==> config.mk <==
export PLATFORM = sky130hd
export DESIGN_NAME = rf_write_arbiter
export DESIGN_NICKNAME = d
export VERILOG_FILES = /design/src/rtl/rf_arb_pkg.sv /design/src/rtl/rf_wbuf.sv /design/src/rtl/rf_write_arbiter.sv
export SDC_FILE = /design/constraint.sdc
export NUM_CORES = 1
export LEC_CHECK = 0
export BUFFER_PORTS_ARGS = -buffer_cell sky130_fd_sc_hd__buf_2
export CAP_MARGIN = 20
export CORE_MARGIN = 4
export CORE_UTILIZATION = 45
export CTS_CLUSTER_DIAMETER = 200
export CTS_CLUSTER_SIZE = 12
export DETAILED_ROUTE_END_ITERATION = 8
export HOLD_SLACK_MARGIN = 0.03
export PLACE_DENSITY = 0.81
export SLEW_MARGIN = 20
export SYNTH_ARGS = -nofsm -noshare
export SYNTH_HDL_FRONTEND = slang
export SYNTH_HIERARCHICAL = 1
export SYNTH_SLANG_ARGS = --single-unit
==> constraint.sdc <==
create_clock -name Clk -period 3.7 [get_ports Clk]
set_clock_uncertainty 0.05 [all_clocks]
set_input_delay 0.74 -clock Clk [delete_from_list [all_inputs] [get_ports Clk]]
set_output_delay 0.74 -clock Clk [all_outputs]
set_load 0.1 [all_outputs]
==> src/rtl/rf_arb_pkg.sv <==
// Shared types and constants for the register-file write-port arbiter.
package rf_arb_pkg;

    localparam int REG_W   = 32;
    localparam int ADDR_W  = 5;
    localparam int DEPTH   = 2;
    localparam int AGE_MAX = 3;

    localparam int CNT_W  = $clog2(DEPTH + 1);
    localparam int PTR_W  = $clog2(DEPTH);
    localparam int AGE_W  = 2;
    localparam int PEND_W = (1 << ADDR_W) - 1;

    typedef enum logic [1:0] {
        IDLE  = 2'd0,
        PEND  = 2'd1,
        FORCE = 2'd2
    } arb_state_e;

    typedef struct packed {
        logic [ADDR_W-1:0] wn;
        logic [REG_W-1:0]  wd;
    } wbuf_entry_t;

    // One-hot scoreboard mask for a register; r0 maps to an empty mask.
    function automatic logic [PEND_W-1:0] reg_bit(input logic [ADDR_W-1:0] addr);
        reg_bit = '0;
        if (addr != '0) begin
            reg_bit[addr - ADDR_W'(1)] = 1'b1;
        end
    endfunction

endpackage

==> src/rtl/rf_wbuf.sv <==
// Small FIFO holding multi-cycle results until the write port is free.
module rf_wbuf
    import rf_arb_pkg::*;
(
    input  logic              Clk,
    input  logic              Rst_n,
    input  logic              push,
    input  wbuf_entry_t       push_data,
    input  logic              pop,
    output logic [CNT_W-1:0]  count,
    output wbuf_entry_t       head,
    output logic              empty,
    output logic              full
);

    wbuf_entry_t      mem [DEPTH];
    logic [PTR_W-1:0] rd_ptr;
    logic [PTR_W-1:0] wr_ptr;
    logic             do_pop;
    logic             do_push;

    assign empty   = (count == '0);
    assign full    = (count == CNT_W'(DEPTH));
    assign do_pop  = pop && !empty;
    // A full buffer still takes a push when the head leaves at the same edge.
    assign do_push = push && (!full || do_pop);
    assign head    = mem[rd_ptr];

    // Entry storage.
    // NOTE: data storage has no reset; count gates visibility, so stale entries are never observed.
    always_ff @(posedge Clk) begin
        if (do_push) begin
            mem[wr_ptr] <= push_data;
        end
    end

    // Pointers and occupancy; pointers wrap naturally since DEPTH is a power of two.
    // NOTE: sequential state uses non-blocking assignments so every flop samples pre-edge values.
    always_ff @(posedge Clk or negedge Rst_n) begin
        if (!Rst_n) begin
            rd_ptr <= '0;
            wr_ptr <= '0;
            count  <= '0;
        end else begin
            if (do_push) begin
                wr_ptr <= wr_ptr + PTR_W'(1);
            end
            if (do_pop) begin
                rd_ptr <= rd_ptr + PTR_W'(1);
            end
            if (do_push && !do_pop) begin
                count <= count + CNT_W'(1);
            end else if (do_pop && !do_push) begin
                count <= count - CNT_W'(1);
            end
        end
    end

endmodule

==> src/rtl/rf_write_arbiter.sv <==
// Shares the register-file write port between the WB stage and the
// multi-cycle unit, tracks in-flight destinations and raises decode stalls.
module rf_write_arbiter
    import rf_arb_pkg::*;
(
    input  logic              Clk,
    input  logic              Rst_n,
    input  logic              WB_RegWrite,
    input  logic [ADDR_W-1:0] WB_WN,
    input  logic [REG_W-1:0]  WB_WD,
    input  logic              MC_Valid,
    input  logic [ADDR_W-1:0] MC_WN,
    input  logic [REG_W-1:0]  MC_WD,
    output logic              MC_Ready,
    input  logic              Issue_Valid,
    input  logic [ADDR_W-1:0] Issue_WN,
    input  logic [ADDR_W-1:0] RN1,
    input  logic [ADDR_W-1:0] RN2,
    input  logic [ADDR_W-1:0] DN,
    output logic              Stall,
    output logic              RF_RegWrite,
    output logic [ADDR_W-1:0] RF_WN,
    output logic [REG_W-1:0]  RF_WD,
    output logic [PEND_W-1:0] Pending
);

    localparam logic [AGE_W-1:0] AGE_LIM = AGE_W'(AGE_MAX);

    logic              wb_grant;
    logic              push;
    logic              pop;
    logic [CNT_W-1:0]  count;
    wbuf_entry_t       head;
    wbuf_entry_t       push_data;
    logic              buf_empty;
    logic              buf_full;
    logic              hazard;
    logic [PEND_W-1:0] set_mask;
    logic [PEND_W-1:0] clr_mask;
    logic [PEND_W-1:0] src_mask;
    arb_state_e        state;
    arb_state_e        state_next;
    logic [AGE_W-1:0]  age;
    logic [AGE_W-1:0]  age_next;
    logic [AGE_W-1:0]  age_inc;

    // A WB write to r0 is a no-op, so it does not claim the port.
    assign wb_grant  = WB_RegWrite && (WB_WN != '0);
    assign pop       = !wb_grant && !buf_empty;
    assign MC_Ready  = Rst_n && !buf_full;
    assign push      = MC_Valid && MC_Ready;
    assign push_data = '{wn: MC_WN, wd: MC_WD};

    rf_wbuf u_wbuf (
        .Clk       (Clk),
        .Rst_n     (Rst_n),
        .push      (push),
        .push_data (push_data),
        .pop       (pop),
        .count     (count),
        .head      (head),
        .empty     (buf_empty),
        .full      (buf_full)
    );

    // Write-port mux: WB first, then the buffer head, otherwise idle.
    // NOTE: every always_comb output gets a default first so no latch is inferred.
    always_comb begin
        RF_RegWrite = 1'b0;
        RF_WN       = '0;
        RF_WD       = '0;
        if (wb_grant) begin
            RF_RegWrite = 1'b1;
            RF_WN       = WB_WN;
            RF_WD       = WB_WD;
        end else if (!buf_empty) begin
            RF_RegWrite = 1'b1;
            RF_WN       = head.wn;
            RF_WD       = head.wd;
        end
    end

    // Scoreboard update masks; a same-cycle set overrides the clear.
    always_comb begin
        set_mask = Issue_Valid ? reg_bit(Issue_WN) : '0;
        clr_mask = pop ? reg_bit(head.wn) : '0;
        src_mask = reg_bit(RN1) | reg_bit(RN2) | reg_bit(DN);
    end

    // In-flight destination scoreboard.
    always_ff @(posedge Clk or negedge Rst_n) begin
        if (!Rst_n) begin
            Pending <= '0;
        end else begin
            Pending <= (Pending & ~clr_mask) | set_mask;
        end
    end

    // Decode stall on a hazard or while a starved head forces a bubble.
    always_comb begin
        hazard = |(Pending & src_mask);
        Stall  = hazard || (state == FORCE);
    end

    // Starvation tracker: age of the buffer head, saturating at AGE_MAX.
    always_comb begin
        state_next = state;
        age_next   = age;
        age_inc    = (age == AGE_LIM) ? age : age + AGE_W'(1);
        case (state)
            IDLE: begin
                age_next = '0;
                if (push) begin
                    state_next = PEND;
                end
            end
            PEND, FORCE: begin
                if (pop) begin
                    age_next   = '0;
                    state_next = (count == CNT_W'(1) && !push) ? IDLE : PEND;
                end else begin
                    age_next = age_inc;
                    if (age_inc == AGE_LIM) begin
                        state_next = FORCE;
                    end
                end
            end
            default: begin
                state_next = IDLE;
                age_next   = '0;
            end
        endcase
    end

    // Starvation state registers.
    always_ff @(posedge Clk or negedge Rst_n) begin
        if (!Rst_n) begin
            state <= IDLE;
            age   <= '0;
        end else begin
            state <= state_next;
            age   <= age_next;
        end
    end

endmodule

Word level (Yosys, flattened, before mapping). Memories as Yosys holds them, arrays and structs flattened. Cells that the tools add are included.

Flip-flop bits (word level): 39. Latch bits: 0. RAM bits: 74. ROM bits: 0. Bits of input ports: 99. Output and inout bits: 71. Word-level logic and storage cells: 110. Memories: 1.

Memories: u_wbuf.mem (words 2, bits a word 37, rd ports 1, clocked after Yosys merged registers in 0, write ports 1, line rf_wbuf.sv:16) `wbuf_entry_t mem [DEPTH];`.

Add/subtract/negate cells: 10. Multipliers: 0. Div/mod/pow operators: 0. $lt $le $gt $ge: 10. Equal/unequal tests: 8. Shift operators: 0. Mux-type cells: 35. Bitwise logic cells: 6. Reductions and logical operators: 34.

Operators with widths (count): $mux 31 (7); $or 31x31->31 (3); $mux 32 (2); $and 31x31->31 (2); $not 31->31 (1); $reduce_or 31->1 (1); $lt 5x6->1 const B (5); $reduce_bool 5->1 (6); $demux 1 s5 (5); $ge 5x1->1 const B (5); $sub 5x1->5 const B (5); $mux 2 (8); $logic_and 1x1->1 (14); $mux 1 (10); $mux 5 (2); $eq 2x2->1 const B (4); $logic_not 1->1 (6); $add 2x1->2 const B (2); $eq 2x1->1 const B (2); $logic_not 2->1 (2); $pmux 2 s2 (1); $ne 3x3->1 const B (1); $add 1x1->1 const B (2); $logic_or 1x1->1 (2); 5 further kinds (5).

Depth between registers and ports, before layout. Gate-level depths: netlist of the first run.

Word-level depth: 11. Mapped depth: 11. Gate-level depth less buffers: 11.

Modules after synthesis. The synthesis of the first run kept the hierarchy.

Modules (own cells, without submodules): rf_write_arbiter (times used 1, cells each 481, area an instance 3447.1 um2, sequential area each 875.8 um2); rf_wbuf (times used 1, cells each 135, area an instance 2962.8 um2, sequential area each 2322.2 um2).

Worst setup path after synthesis of the first run. No wires, ideal clock.

Path type: input-to-reg. From: input port Rst_n. To: memory u_wbuf/mem[0][0] (netlist bit), enable pin. Library setup time: 0.431 ns. Arrival: 4.113 ns. Required time: 3.219 ns. Slack: -0.895 ns. Cell stages on the path: 5. Buffers on the path: 0. Path through: nor2b_1 > nand2_1 > inv_1 > o21ai_2 > nor2_1.

Word-level cells in the longest chain between the ends: 5.

RTL lines: start: declaration (line rf_write_arbiter.sv:7) `input logic Rst_n,`; $logic_and 1x1->1 (line rf_write_arbiter.sv:50) `assign MC_Ready = Rst_n && !buf_full;`; $logic_and 1x1->1 (line rf_write_arbiter.sv:51) `assign push = MC_Valid && MC_Ready;`; named net push (line rf_write_arbiter.sv:30) `logic push;`; $logic_and 1x1->1 (line rf_wbuf.sv:26) `assign do_push = push && (!full || do_pop);`; $mux 1 (line rf_wbuf.sv:32) `if (do_push) begin`; $mux 1 (implied by the code) (line rf_wbuf.sv:33) `mem[wr_ptr] <= push_data;`; end: declaration (line rf_wbuf.sv:16).

The timed path passes the listed nets, and every way through them passes these cells.

Worst setup path in the final report of the first run.
From: input port RN1[4]. To: output port Stall.

Word-level cells in the longest chain between the ends: 11. Elaborated cells between the ends (all ways): 13. Those cells by class: add/sub: 1; order compare: 2; mux: 3; bitwise: 3; reduce/logical: 4.

RTL lines: start: declaration (line rf_write_arbiter.sv:17) `input logic [ADDR_W-1:0] RN1,`; $sub 5x1->5 (line rf_arb_pkg.sv:29) `reg_bit[addr - ADDR_W'(1)] = 1'b1;`; $lt 5x6->1 (implied by the code) or $ge 5x1->1 (tied branches) (line rf_arb_pkg.sv:29); $logic_and 1x1->1 (implied by the code) (line rf_arb_pkg.sv:29); $mux 1 (implied by the code) (line rf_arb_pkg.sv:29); $demux 1 s5 (line rf_arb_pkg.sv:29); $mux 31 * (line rf_arb_pkg.sv:28) `if (addr != '0) begin`; $or 31x31->31 * (2 in series) (line rf_write_arbiter.sv:87) `src_mask = reg_bit(RN1) | reg_bit(RN2) | reg_bit(DN);`; $and 31x31->31 * (line rf_write_arbiter.sv:101) `hazard = |(Pending & src_mask);`; $reduce_or 31->1 * (line rf_write_arbiter.sv:101); $logic_or 1x1->1 * (line rf_write_arbiter.sv:102) `Stall = hazard || (state == FORCE);`; end: declaration (line rf_write_arbiter.sv:20) `output logic Stall,`.

Every way passes the cells marked *; elsewhere a longest branch is shown, timed or not.

==> flow_summary_export.csv, run 1 <==
group,metric,value,unit
timing,fin_crit,3370,ps
placement,portBuffers,169,
critical_path,required,2910,ps
drt,wl_per_cell,19.8,µm
placement,dp.cells,945,
logic_synthesis,yosysWarningCount,6,
drt,postRouteAntennaNets,0,
global_routing,track_usage,0.238,
floorplanning,initial_core_util,0.460,
clock_tree,cts_root_buf,"clkbuf_16",
timing,worst_pin_slew,592,ps
clock_tree,cts_setup_buffers,0,
logic_synthesis,synthesis.area,0.00641,mm²
flow_run,drv_cap,0,
clock_tree,cts_resized,0,
timing,finalHoldViolCount,0,
power_and_ir_drop,cellLeakagePower,3.44,nW
logic_synthesis,syn_nets,719,
logic_synthesis,ys_seq_elements,113,
timing,relSlewSlack,0.604,
layout,fin_cells,978,
layout,syn_to_final_growth,26.5,%
power_and_ir_drop,vdd_drop_max,0.645,mV
placement,hpwlAfterDp,14.4,mm
global_routing,grt_pass1_wl,30.3,mm
drt,drc,0,
hold_path,min_path_type,"in -> async",
global_routing,antenna_found_initial,1,
logic_synthesis,netlist_instances,616,
global_routing,grt_overflow,0,
clock_tree,worstSkewPairLatency,410,ps
layout,num-fill-cells,1142,
floorplanning,ios,170,
placement,gp_congestion,1.02,
drt,vias,5727,
clock_tree,numClockSinks,113,
drt,drt-initial-drc-count,526,
layout,drive_gt1_frac,0.344,
clock_tree,cts-hold-fix-buffers,0,
power_and_ir_drop,power_density,956,mW/mm²
clock_tree,clk_pin_slew,50,ps
drt,drt-total-wl,19.4,mm
timing,fin_tns_setup,0,ps
power_and_ir_drop,p_sw_frac,0.542,
floorplanning,dieWidth,127,µm
critical_path,r2r.worst_path.cells,6,
power_and_ir_drop,combPwrFrac,0.535,
floorplanning,fp.coreArea,0.0139,mm²
run_status,status,"finished clean",
floorplanning,die_area,0.0162,mm²
timing,drv_slew,0,
drt,firstDrtPassIters,5,
logic_synthesis,synthArstFlopShare,0.345,
timing,clock.fmax,297,MHz
timing,fin_crit_sh,0.910,
clock_tree,cts-htree-levels,4,
power_and_ir_drop,intPower,3.55,mW
floorplanning,die_height,127,µm
power_and_ir_drop,p_clk_frac,0.186,
critical_path,crit_path_end_kind,"output port",
power_and_ir_drop,p_switching,4.20,mW
critical_path,critical_path_class,"in -> out",
clock_tree,cts_tree,"done",
timing,grt_setup_unrepaired,"false",
critical_path,critPathArrivalTime,2580,ps
global_routing,grt_max_degree,40,
clock_tree,cts_buffers,17,
logic_synthesis,synth-seq-area-share,0.499,
drt,via_per_inst,5.86,
floorplanning,num_rows,43,
logic_synthesis,avgSynthCellArea,10.4,µm²
power_and_ir_drop,seqPwrFrac,0.280,
logic_synthesis,synth_cell_types,64,
logic_synthesis,ys.flop_type,"edfxtp_1",
critical_path,setup.worst_path.start_class,"primary input",
timing,setup_viol,0,
global_routing,grt_pass1_vias,5695,
logic_synthesis,synth_edf_count,74,
layout,fin_nets,887,
clock_tree,cts.path.max_buffers,2,
critical_path,crit_fanout,8,
-- worst paths after layout --
path | slack, ps | start | end
max | 330 | RN1[4] | Stall
min | 400 | Rst_n | Pending[24]
max reg2reg | 1170 | u_wbuf/rd_ptr | Pending[2]
min reg2reg | 400 | age[0] | age[0]
max in group asynchronous | 2830 | Rst_n | u_wbuf/rd_ptr
min in group Clk | 400 | age[0] | age[0]
-- cell usage after synthesis (2+ instances only) --
cell / instances / area share
and2_1: 2 / 0.0020
nand4_1: 12 / 0.012
nand4b_1: 2 / 0.0027
nor2b_1: 13 / 0.013
mux2i_1: 3 / 0.0047
inv_1: 9 / 0.0053
and3b_1: 4 / 0.0055
nand3_1: 27 / 0.021
or3_1: 3 / 0.0029
xnor2_1: 5 / 0.0068
and3_1: 11 / 0.011
buf_6: 4 / 0.0070
dfrtp_1: 39 / 0.15
nor2_1: 24 / 0.014
edfxtp_1: 74 / 0.35
nor3b_1: 9 / 0.011
nand2_1: 94 / 0.055
o31ai_1: 2 / 0.0023
ha_1: 4 / 0.0078
a21oi_1: 5 / 0.0039
o21ai_2: 2 / 0.0027
a32oi_1: 2 / 0.0027
nor3_1: 6 / 0.0047
a31oi_1: 10 / 0.0098
a41oi_1: 2 / 0.0027
nand2b_1: 11 / 0.011
a32o_1: 2 / 0.0031
o21ai_1: 52 / 0.041
clkbuf_1: 29 / 0.017
mux2_4: 20 / 0.047
a22o_1: 4 / 0.0055
a22oi_1: 2 / 0.0023
nand3b_1: 46 / 0.054
mux2_2: 21 / 0.037
o21ai_0: 26 / 0.020
xor2_1: 3 / 0.0041
nor4_1: 5 / 0.0049
-- cells in the final DEF, fill, tap and decap left out, types with 4 or more instances in the layout --
cell type   Yosys  routed
buf_2           1     163
nand2_1        94      94
edfxtp_1       74      74
o21ai_1        52      54
nand3b_1       46      46
dfrtp_1        39      38
nand3_1        27      27
o21ai_0        26      23
nor2_1         24      21
mux2_2         21      21
mux2_4         20      20
clkbuf_16       0      17
nor2b_1        13      12
nand4_1        12      12
buf_4           0      12
nand2b_1       11      11
and3_1         11      11
a31oi_1        10      10
nor3b_1         9       9
inv_1           9       9
buf_12          0       8
nor3_1          6       6
xnor2_1         5       5
a21oi_1         5       5
nor4_1          5       5
clkinvlp_4      0       5
clkinv_4        0       5
a22o_1          4       4
and3b_1         4       4
ha_1            4       4
-- through the flow --
stage | cell area [µm²] | total power, mW | hold WS, ps | worst slack (ps) | utilization
6_report | 8110 | 7.75 | 396 | 334 | 0.582
5_1_grt | 8110 | 8.02 | 425 | 203 | 0.582
4_1_cts | 8110 | 7.75 | 395 | 359 | 0.582
3_5_place_dp | 7570 | 6.29 | 386 | 363 | 0.543
3_3_place_gp | 7570 | 6.26 | 379 | 346 | 0.543
2_1_floorplan | 6420 | 5.32 | 368 | -36.9 | -
-- critical path, cell delays in order --
cell and delay (ps):
buf_2 190, mux2_2 360, and3_1 170, o21ai_0 170, nand4_1 100, nor4_1 360, nand4_1 240, buf_12 230
-- power groups by stage --
stage               clock network [mW]  registers (mW)  logic (mW)
finish                            1.44            2.17        4.14
global route                      1.51            2.18        4.32
CTS                               1.45            2.14        4.15
detailed placement                   0            2.16        4.13
global placement                     0            2.16        4.10
floorplan                            0            3.15        2.17
-- sequential cells by signal (all words and copies together) (netlist names) --
| register | flops |
|---|---|
| Pending | 31 |
| age | 2 |
| state | 2 |
| u_wbuf/count | 2 |
| u_wbuf/mem | 74 |
| u_wbuf/rd_ptr | 1 |
| u_wbuf/wr_ptr | 1 |
-- kinds of logic (layout without fill, tap and decap cells) --
logic type,count (synthesis),in the layout,share of synthesized area
other,0,1,0
buffers and inverters,44,225,0.0306
AND/OR/NAND/NOR,280,280,0.244
multiplexers,45,45,0.0919
XOR/XNOR,8,8,0.0109
flip-flops,113,113,0.499
AO/OA/AOI/OAI,122,122,0.116
adder cells (fa/ha/maj),4,4,0.00781
-- per-layer routing --
| metal | track usage | up-vias | wire length (µm) |
|---|---|---|---|
| met2 | 0.391 | 290 | 9400 |
| met4 | 0.0953 | 0 | 709 |
| met3 | 0.0615 | 68 | 1480 |
| met1 | 0.301 | 2734 | 7800 |
| met5 | 0 | - | 0 |
| li1 | - | 2635 | - |
-- final cells by class --
type | count | area, µm² | area share
Clock inverter | 15 | 113 | 0.0139
Timing Repair Buffer | 183 | 1070 | 0.131
Antenna cell | 1 | 2.50 | 0.000309
Inverter | 10 | 37.5 | 0.00463
Tap cell | 180 | 225 | 0.0278
Clock buffer | 17 | 425 | 0.0525
Multi-Input combinational cell | 459 | 3040 | 0.375
Sequential cell | 113 | 3200 | 0.395
No activity file was read; power rests on OpenSTA's default activity.
==> run 2: changes to the inputs <==
Settings changed: CORE_MARGIN 4 to 1.5, PLACE_DENSITY 0.81 to 0.76.
==> run 2 against run 1 <==
- die area is 7.7% lower
- setup slack got worse by 170 ps
- via count shrank 1.2%
- final cell count down 0.61%
- clock power up 9.7%
- register-to-register slack got worse by 160 ps
- critical path depth unchanged
- first-iteration DRC count down 17%
- global-route usage up 2.2 points
- largest power group unchanged
==> flow_summary_export.csv, run 2 (synthesis results as in run 1) <==
group,metric,value,unit
run_status,status,"finished clean",
critical_path,reg2reg_slack,1010,ps
floorplanning,dieWidth,122,µm
layout,largest_register_ffs,74,
layout,final_cell_mix,"163 x buf_2, 94 x nand2_1, 74 x edfxtp_1",
power_and_ir_drop,p_sw_frac,0.532,
power_and_ir_drop,p_clk_frac,0.201,
drt,drt-initial-drc-count,435,
timing,setup_ws,169,ps
clock_tree,cts_resized,0,
floorplanning,die_area,0.0150,mm²
critical_path,crit_path_end_kind,"output port",
clock_tree,clk_pin_slew,50,ps
power_and_ir_drop,design_power_total,7.88,mW
global_routing,track_usage,0.260,
drt,wl_per_cell,19.3,µm
placement,hpwlAfterDp,13.6,mm
flow_run,drv_cap,0,
global_routing,grt_pass1_wl,29.1,mm
critical_path,critPathArrivalTime,2740,ps
layout,num-fill-cells,1183,
power_and_ir_drop,p_switching,4.19,mW
clock_tree,cts-hold-fix-buffers,0,
placement,gp_congestion,0.955,
floorplanning,fp.coreArea,0.0139,mm²
timing,clock.fmax,283,MHz
clock_tree,cts_setup_buffers,0,
drt,drc,0,
global_routing,antenna_found_initial,1,
timing,fin_crit,3530,ps
power_and_ir_drop,intPower,3.69,mW
power_and_ir_drop,power_density,968,mW/mm²
timing,fin_crit_sh,0.954,
drt,via_per_inst,5.82,
clock_tree,cts_buffers,17,
clock_tree,worstSkewPairLatency,420,ps
timing,worst_pin_slew,731,ps
critical_path,setup.worst_path.start_class,"primary input",
critical_path,crit_fanout,17,
placement,portBuffers,169,
global_routing,grt_pass1_vias,5502,
layout,final_common_cell,"buf_2",
drt,vias,5658,
timing,grt_setup_unrepaired,"false",
power_and_ir_drop,seqPwrFrac,0.278,
layout,reg.largest.list,"u_wbuf/mem: 74 flops, Pending: 31 flops",
timing,drv_slew,0,
clock_tree,cts_root_buf,"clkbuf_16",
global_routing,grt_max_degree,40,
layout,largest_register,"u_wbuf/mem",
clock_tree,cts-htree-levels,4,
drt,postRouteAntennaNets,0,
global_routing,grt_overflow,0,
clock_tree,cts.path.max_buffers,2,
hold_path,min_path_type,"reg -> reg",
clock_tree,numClockSinks,113,
layout,drive_gt1_frac,0.341,
timing,hold_slack,405,ps
floorplanning,ios,170,
floorplanning,die_height,122,µm
critical_path,critical_path_class,"in -> out",
power_and_ir_drop,cellLeakagePower,3.45,nW
timing,finalHoldViolCount,0,
drt,drt-total-wl,18.8,mm
power_and_ir_drop,combPwrFrac,0.521,
placement,pre_cts_ws,224,ps
clock_tree,cts_tree,"done",
floorplanning,num_rows,43,
floorplanning,initial_core_util,0.462,
layout,fin_util,0.587,
timing,relSlewSlack,0.512,
power_and_ir_drop,vdd_drop_max,0.530,mV
timing,setup_viol,0,
drt,firstDrtPassIters,5,
layout,syn_to_final_growth,27.0,%
layout,fin_nets,882,
critical_path,required,2910,ps
layout,diodes,0,
-- run 2: worst paths after layout --
| path | to | from | depth (start not counted) |
|---|---|---|---|
| max | Stall | RN2[0] | 8 |
| min | age[0] | age[0] | 1 |
| max reg2reg | Pending[0] | u_wbuf/rd_ptr | 6 |
| min reg2reg | age[0] | age[0] | 1 |
| max in group asynchronous | u_wbuf/rd_ptr | Rst_n | 2 |
| min in group asynchronous | Pending[1] | Rst_n | 2 |
-- run 2: worst max-delay path: stages --
cell and delay, ps:
buf_2 200, nor2b_1 220, and3b_1 210, a211o_1 220, a2111oi_0 520, and4_1 270
nand4_1 140, buf_12 220
-- run 2: final cells by class --
| class | instances | area (µm²) | share of cell area |
|---|---|---|---|
| sequential | 113 | 3200 | 0.393 |
| multi-input combinational | 459 | 3040 | 0.373 |
| tap | 180 | 225 | 0.0277 |
| timing repair buffer | 178 | 1050 | 0.129 |
| clock inverter | 15 | 163 | 0.0200 |
| clock buffer | 17 | 425 | 0.0522 |
| inverter | 10 | 37.5 | 0.00461 |
-- run 2: per-layer routing --
layer	share of wire	wire, µm	vias to the layer above	global-route usage
met3	0.085	1600	45	0.0785
li1	-	-	2627	-
met4	0.029	538	2	0.105
met1	0.41	7690	2700	0.331
met5	0.00064	12	-	0
met2	0.48	8930	284	0.415
-- run 2: per-stage QoR --
| stage | std cells | cell area [µm²] | setup TNS (ps) |
|---|---|---|---|
| final | 972 | 8140 | 0 |
| after global routing | 972 | 8140 | 0 |
| after CTS | 972 | 8140 | 0 |
| after detailed placement | 940 | 7550 | 0 |
| after global placement | 940 | 7550 | 0 |
| after floorplan | 616 | 6420 | -111 |
-- run 2: power groups by stage --
stage | clock (mW) | combinational, mW | sequential [mW]
final | 1.58 | 4.10 | 2.19
after detailed placement | 0 | 4.10 | 2.20
after floorplan | 0 | 2.17 | 3.15
after global routing | 1.66 | 4.31 | 2.22
after CTS | 1.60 | 4.11 | 2.18
after global placement | 0 | 4.06 | 2.18
